==> config.mk <==
export PLATFORM = sky130hd
export DESIGN_NAME = x_piso_32_bit
export DESIGN_NICKNAME = d
export VERILOG_FILES = /design/src/rtl/x_piso_pkg.sv /design/src/rtl/x_piso_32_bit.sv
export SDC_FILE = /design/constraint.sdc
export NUM_CORES = 1
export LEC_CHECK = 0
export ABC_CLOCK_PERIOD_IN_PS = 1900
export CAP_MARGIN = 20
export CORE_UTILIZATION = 40
export CTS_CLUSTER_DIAMETER = 80
export DETAILED_ROUTE_END_ITERATION = 7
export GPL_TIMING_DRIVEN = 1
export PLACE_DENSITY = 0.74
export SLEW_MARGIN = 30
export SYNTH_ARGS = -nofsm -noshare
export SYNTH_HDL_FRONTEND = slang
export SYNTH_SLANG_ARGS = --single-unit
==> constraint.sdc <==
create_clock -name i_clk -period 1.9 [get_ports i_clk]
set_input_delay 0.285 -clock i_clk [delete_from_list [all_inputs] [get_ports i_clk]]
set_output_delay 0.285 -clock i_clk [all_outputs]
set_load 0.1 [all_outputs]
==> src/rtl/x_piso_pkg.sv <==
// Shared types and helpers for the x_piso_32_bit serial transmitter.
package x_piso_pkg;

  typedef enum logic [1:0] {
    IDLE  = 2'd0,
    SHIFT = 2'd1,
    GAP   = 2'd2
  } piso_state_t;

  // Bit count of the per-word bit counter (counts WIDTH-1 down to 0).
  function automatic int unsigned cnt_width(input int unsigned width);
    return (width < 2) ? 1 : $clog2(width);
  endfunction

endpackage

==> src/rtl/x_piso_32_bit.sv <==
// Parallel-in serial-out transmitter: WIDTH-bit words arrive on a valid/ready
// handshake and leave MSB-first on o_out, one bit per clock. A one-entry
// holding buffer lets consecutive words stream without idle bits (GAP=0), or
// with exactly GAP idle bit-times between them (GAP>0).
module x_piso_32_bit
  import x_piso_pkg::*;
#(
  parameter int unsigned WIDTH = 32,
  parameter int unsigned GAP   = 0
) (
  input  logic             i_clk,
  input  logic             i_rst,
  input  logic [WIDTH-1:0] i_data,
  input  logic             i_valid,
  output logic             o_ready,
  output logic             o_out,
  output logic             o_frame,
  output logic             o_busy
);

  localparam int unsigned   CW        = cnt_width(WIDTH);
  localparam logic [CW-1:0] CNT_LOAD  = CW'(WIDTH - 1);
  localparam logic [3:0]    GCNT_LOAD = (GAP > 0) ? 4'(GAP - 1) : 4'd0;

  // The parameter GAP hides the GAP state name, so the state is always
  // written package-qualified.
  piso_state_t      r_state;
  logic [WIDTH-1:0] r_hold_q;
  logic             r_hold_valid;
  // The MSB goes straight to o_out on load, so only the remaining WIDTH-1
  // bits are kept; the line sequence is identical to shifting the full word.
  logic [WIDTH-2:0] r_shift_q;
  logic [CW-1:0]    r_cnt;
  logic [3:0]       r_gcnt;
  logic             r_out;
  logic             r_frame;

  piso_state_t      w_state_n;
  logic [WIDTH-1:0] w_hold_q_n;
  logic             w_hold_valid_n;
  logic [WIDTH-2:0] w_shift_n;
  logic [CW-1:0]    w_cnt_n;
  logic [3:0]       w_gcnt_n;
  logic             w_out_n;
  logic             w_frame_n;

  logic             w_xfer;
  logic             w_src_avail;
  logic [WIDTH-1:0] w_src_word;
  logic             w_load_slot;
  logic             w_load;
  logic             w_bypass;

  assign o_ready = !i_rst && !r_hold_valid;
  assign o_out   = r_out;
  assign o_frame = r_frame;
  assign o_busy  = (r_state != IDLE) || r_hold_valid;

  // Next-state, shifter, counters and holding-buffer update.
  always_comb begin
    w_state_n      = r_state;
    w_hold_q_n     = r_hold_q;
    w_hold_valid_n = r_hold_valid;
    w_shift_n      = r_shift_q;
    w_cnt_n        = r_cnt;
    w_gcnt_n       = r_gcnt;
    w_out_n        = 1'b0;
    w_frame_n      = 1'b0;

    w_xfer      = i_valid && o_ready;
    w_src_avail = r_hold_valid || w_xfer;
    w_src_word  = r_hold_valid ? r_hold_q : i_data;
    w_load_slot = (r_state == IDLE)
               || ((r_state == SHIFT) && (r_cnt == '0) && (GAP == 0))
               || ((r_state == x_piso_pkg::GAP) && (r_gcnt == '0));
    w_load      = w_load_slot && w_src_avail;
    w_bypass    = w_load && !r_hold_valid;

    if (w_load) begin
      w_shift_n = w_src_word[WIDTH-2:0];
      w_out_n   = w_src_word[WIDTH-1];
      w_frame_n = 1'b1;
      w_cnt_n   = CNT_LOAD;
      w_state_n = SHIFT;
    end else begin
      case (r_state)
        SHIFT: begin
          if (r_cnt != '0) begin
            w_out_n   = r_shift_q[WIDTH-2];
            w_shift_n = r_shift_q << 1;
            w_cnt_n   = r_cnt - 1'b1;
          end else if (GAP > 0) begin
            w_gcnt_n  = GCNT_LOAD;
            w_state_n = x_piso_pkg::GAP;
          end else begin
            w_state_n = IDLE;
          end
        end
        x_piso_pkg::GAP: begin
          if (r_gcnt != '0) begin
            w_gcnt_n = r_gcnt - 1'b1;
          end else begin
            w_state_n = IDLE;
          end
        end
        default: w_state_n = IDLE;
      endcase
    end

    if (w_load && r_hold_valid) begin
      w_hold_valid_n = 1'b0;
    end
    if (w_xfer && !w_bypass) begin
      w_hold_q_n     = i_data;
      w_hold_valid_n = 1'b1;
    end
  end

  // All state registers, synchronous active-high reset.
  always_ff @(posedge i_clk) begin
    if (i_rst) begin
      r_state      <= IDLE;
      r_hold_q     <= '0;
      r_hold_valid <= 1'b0;
      r_shift_q    <= '0;
      r_cnt        <= '0;
      r_gcnt       <= '0;
      r_out        <= 1'b0;
      r_frame      <= 1'b0;
    end else begin
      r_state      <= w_state_n;
      r_hold_q     <= w_hold_q_n;
      r_hold_valid <= w_hold_valid_n;
      r_shift_q    <= w_shift_n;
      r_cnt        <= w_cnt_n;
      r_gcnt       <= w_gcnt_n;
      r_out        <= w_out_n;
      r_frame      <= w_frame_n;
    end
  end

endmodule

Yosys cells after proc, flatten, opt, wreduce, memory -nomap -nowiden
Cells that the tools add are included.
Widths: inputs -> output; s select.
{ "op_classes": {"add_sub_neg": 2, "mul": 0, "div": 0, "order_cmp": 0, "n_eq_ne": 6, "shifts": 0, "mux": 17, "bitwise_logic": 1, "n_reduce_logical": 29} }
{ "ops": {"columns": ["cell", "count"], "rows": [
  ["$mux 31", 3],
  ["$mux 32", 1],
  ["$mux 5", 3],
  ["$logic_and 1x1->1", 8],
  ["$reduce_bool 2->1", 4],
  ["$mux 1", 7],
  ["$ne 3x3->1 const B", 2],
  ["$reduce_and 2->1", 3],
  ["$logic_not 5->1", 1],
  ["$reduce_bool 5->1", 1],
  ["$sub 5x1->5 const B", 1],
  ["$logic_not 4->1", 1],
  ["$logic_or 1x1->1", 4],
  ["$mux 2", 2],
  ["$ne 2x2->1 const B", 2],
  ["$pmux 2 s2", 1],
  ["$reduce_bool 4->1", 1],
  ["$sub 4x1->4 const B", 1],
  ["$logic_not 1->1", 3],
  ["$reduce_and 3->1", 1],
  ["$eq 2x1->1 const B", 1],
  ["$eq 2x2->1 const B", 1],
  ["$logic_not 2->1", 1],
  ["$reduce_or 2->1", 1],
  ["$not 1->1", 1]
]} }
{ "word_totals": {"reg_bits": 77, "latch_bits": 0, "ramBits": 0, "rom_bits": 0, "in_bits": 35, "output_inout_bits": 4, "wordCells": 64, "memories": 0} }

Depth between registers and ports, before layout
{ "logic_depth": {"depth_word": 9, "depth_mapped": 8, "mapped_depth_nobuf": 5} }

Worst setup path before layout
Ideal clock, no wire load.
{ "synth_timing": {"path_type": "input to output", "from": "input i_rst", "to": "output o_ready", "t_arrival_ns": 2.091, "t_required_ns": 1.615, "slack_ns": -0.476, "stages": 4, "n_path_buf": 3, "cell_sequence": "clkbuf_1 clkbuf_1 clkbuf_1 nor2_1"} }
{ "synth_via": {"elab_chain_len": 2} }
{ "synth_rtl": {"columns": ["element", "line_no", "text"], "rows": [
  ["start, declared", "x_piso_32_bit.sv:12", "input logic i_rst,"],
  ["$logic_not 1->1", "x_piso_32_bit.sv:54", "assign o_ready = !i_rst && !r_hold_valid;"],
  ["$logic_and 1x1->1", "x_piso_32_bit.sv:54", null],
  ["end, declared", "x_piso_32_bit.sv:15", "output logic o_ready,"]
]} }
No other way between the ends.

Final worst setup path
{ "layout_timing": {"from": "register r_cnt[0]", "to": "register r_hold_q[2]"} }
{ "layout_via": {"elab_chain_len": 8} }
{ "layout_rtl": {"columns": ["element", "line_no", "text"], "rows": [
  ["start, declared", "x_piso_32_bit.sv:33", "logic [CW-1:0] r_cnt;"],
  ["start signal, assigned", "x_piso_32_bit.sv:135", "r_cnt <= w_cnt_n;"],
  ["$logic_not 5->1", "x_piso_32_bit.sv:74", "|| ((r_state == SHIFT) && (r_cnt == '0) && (GAP == 0))"],
  ["$logic_and 1x1->1", "x_piso_32_bit.sv:74", null],
  ["$logic_or 1x1->1", "x_piso_32_bit.sv:74", null],
  ["$logic_or 1x1->1", "x_piso_32_bit.sv:75", "|| ((r_state == x_piso_pkg::GAP) && (r_gcnt == '0));"],
  ["$logic_and 1x1->1", "x_piso_32_bit.sv:76", "w_load = w_load_slot && w_src_avail;"],
  ["$logic_and 1x1->1", "x_piso_32_bit.sv:77", "w_bypass = w_load && !r_hold_valid;"],
  ["$logic_not 1->1", "x_piso_32_bit.sv:113", "if (w_xfer && !w_bypass) begin"],
  ["$logic_and 1x1->1", "x_piso_32_bit.sv:113", null],
  ["end signal, assigned", "x_piso_32_bit.sv:132", "r_hold_q <= w_hold_q_n;"],
  ["end, declared", "x_piso_32_bit.sv:28", "logic [WIDTH-1:0] r_hold_q;"]
]} }
No other way between the ends.
A chain may end at the register's enable or synchronous reset.

==> impl_metrics.tcl <==
set metrics [dict create \
    syn2layout_area_growth_pct 19.1 \
    setup_violations 0 \
    overflow 0 \
    crit_path_end_kind "flop" \
    setup-tns-final_ns 0 \
    drt-total-wl_um 8820 \
    run_status "finished, final reports clean" \
    ioPinCount 39 \
    ant_nets 0 \
    drc 0 \
    cts-root-buf "clkbuf_8" \
    die_x_um 102 \
    cts-buffers-inserted 9 \
    detailroute.via_count 3060 \
    tightest_slew_ns 0.629 \
    layout_setup_ws_ns 0.0556 \
    yosysTopAreaCell "dfxtp_1" \
    drive_above_1_share 0.252 \
    layout.cells.non_filler 569 \
    io_buffers 38 \
    synthCells 402 \
    rows 36 \
    core_um2 9730 \
    drv_cap 0 \
    cts_tree "yes" \
    maxSlewViolCount 0 \
    ys_types 33 \
    cts_buffer_depth 2 \
    cts_setup_buffers 0 \
    critPathKind "flop to flop" \
    vias_per_cell 5.38 \
    antenna_found_initial 0 \
    avgSynthCellArea_um2 9.92 \
    dr.pass1.iters 4 \
    die_area_um2 10400 \
    clock.fmax_mhz 542 \
    ys_seq_area_frac 0.361 \
    place_ws_ns -0.0792 \
    final_nets 468 \
    placed_cells 551 \
    holdWs_ns 0.245 \
    cts_htree_levels 3 \
    hpwl_um 5430 \
    p_leak_nw 1.59 \
    min_period_ns 1.84 \
    n_antenna_cell 0 \
    clock_latency_ns 0.35 \
    slew_headroom 0.581 \
    path_clk_slew_ns 0.08 \
    synth_edf_count 0 \
    synth_top_area_frac 0.361 \
    fin_area_um2 4750 \
    worstSetupStartpointType "flop" \
    grt_usage 0.175 \
    syn-num-nets 438 \
    final_util 0.488 \
    grt_pass1_wl_um 14100 \
    cts_num_sinks 72 \
    cts_hold_buf 0 \
    synth-seq-cells 72 \
    critPathRequiredTime_ns 2.11 \
    drtIter0Drc 146 \
    async_flop_share 0 \
    die-height_um 102 \
    p_per_area_nw_per_um2 746 \
    vdd_drop_max_mv 0.354 \
    yosys-top-cells-area "dfxtp_1 (36%), nand2b_1 (15%), o32ai_2 (11%)" \
    wl_per_cell_um 15.5 \
    ys.flop_type "dfxtp_1" \
    ys_warn_count 0 \
    place_area_um2 4500 \
    path_max_fanout 16 \
    min_path_type "input pin to flop" \
    p_total_mw 3.54 \
    synth.most_common_cell "nand2b_1" \
    grt_pass1_vias 2963 \
    synth.cell_area_um2 3990 \
    arrival_ns 2.05 \
    hold_viol 0 \
    grt_max_degree 66 \
    fin_skew_ns 0.00984 \
    start_util 0.410 \
    ys_top_cells_by_count "nand2b_1 (95), dfxtp_1 (72), a21oi_1 (34)" \
    fin_crit_sh 0.971 \
    globalplace.congestion 0.739 \
]
==> cell families after synthesis <==
family / count (synthesis) / share of synthesized area
flops: 72 / 0.361
compound gates: 74 / 0.184
simple gates: 145 / 0.213
buf+inv: 45 / 0.0656
mux: 64 / 0.170
xor+xnor: 1 / 0.00220
fa+ha+maj: 1 / 0.00314
==> what timing repair did <==
item / in CTS / in global routing
cloned: 2 / 1
setup endpoints to repair: 53 / 50
pin swaps: 0 / 1
resized for setup: 5 / 6
==> state kept, by name, summed over array words and instances (netlist names) <==
| name | cells |
|---|---|
| o_frame | 1 |
| o_out | 1 |
| r_cnt | 5 |
| r_hold_q | 32 |
| r_hold_valid | 1 |
| r_shift_q | 31 |
| r_state | 1 |
==> critical path, stage by stage, from the launching register on <==
cell and delay, ns:
dfxtp_1 0.31, inv_1 0.09, ha_4 0.16, or4b_4 0.53, and4_2 0.42, mux2i_1 0.19
==> metal layers <==
layer  global-route usage  up-vias  share of wire
met3               0.0479       20          0.037
li1                     -     1500              -
met2                0.288       69           0.49
met5                    0        -              0
met1                0.221     1471           0.46
met4               0.0604        0          0.021
==> power breakdown <==
part / switching [mW] / leakage [nW] / internal, mW
combinational: 0.403 / 0.920 / 0.424
sequential: 0.0684 / 0.589 / 1.62
clock: 0.571 / 0.0854 / 0.456
total: 1.04 / 1.59 / 2.50
==> worst paths after layout <==
kind                  endpoint  cells past startpoint         start  slack (ns)
setup reg to reg   r_hold_q[2]                      5      r_cnt[0]        0.06
hold reg to reg   r_hold_q[30]                      2  r_hold_q[30]        0.47
setup / recovery   r_hold_q[2]                      5      r_cnt[0]        0.06
hold / removal      r_state[0]                      2         i_rst        0.25
==> layout by cell type, fill, tap and decap left out, types with 2 or more instances in the layout <==
cell type and count:
nor3_1 33, o32ai_2 29, clkbuf_8 9, clkdlybuf4s50_1 33, o31a_1 2, nand2b_1 95
mux2i_1 33, inv_1 3, buf_12 6, dfxtp_1 71, nand2_1 4, a21oi_1 34
a21o_4 2, buf_4 15, clkinv_2 5, and3_1 2, mux2_2 31, nor2_1 3
==> cell type report <==
class / count / area [um^2]
multi-input combinational: 287 / 2360
sequential: 72 / 1440
tap: 133 / 166
clock buffer: 10 / 128
clock inverter: 5 / 25.0
inverter: 5 / 18.8
fill: 914 / 4980
timing repair buffer: 57 / 612
Note: power is estimated with default switching activity, not from simulation.
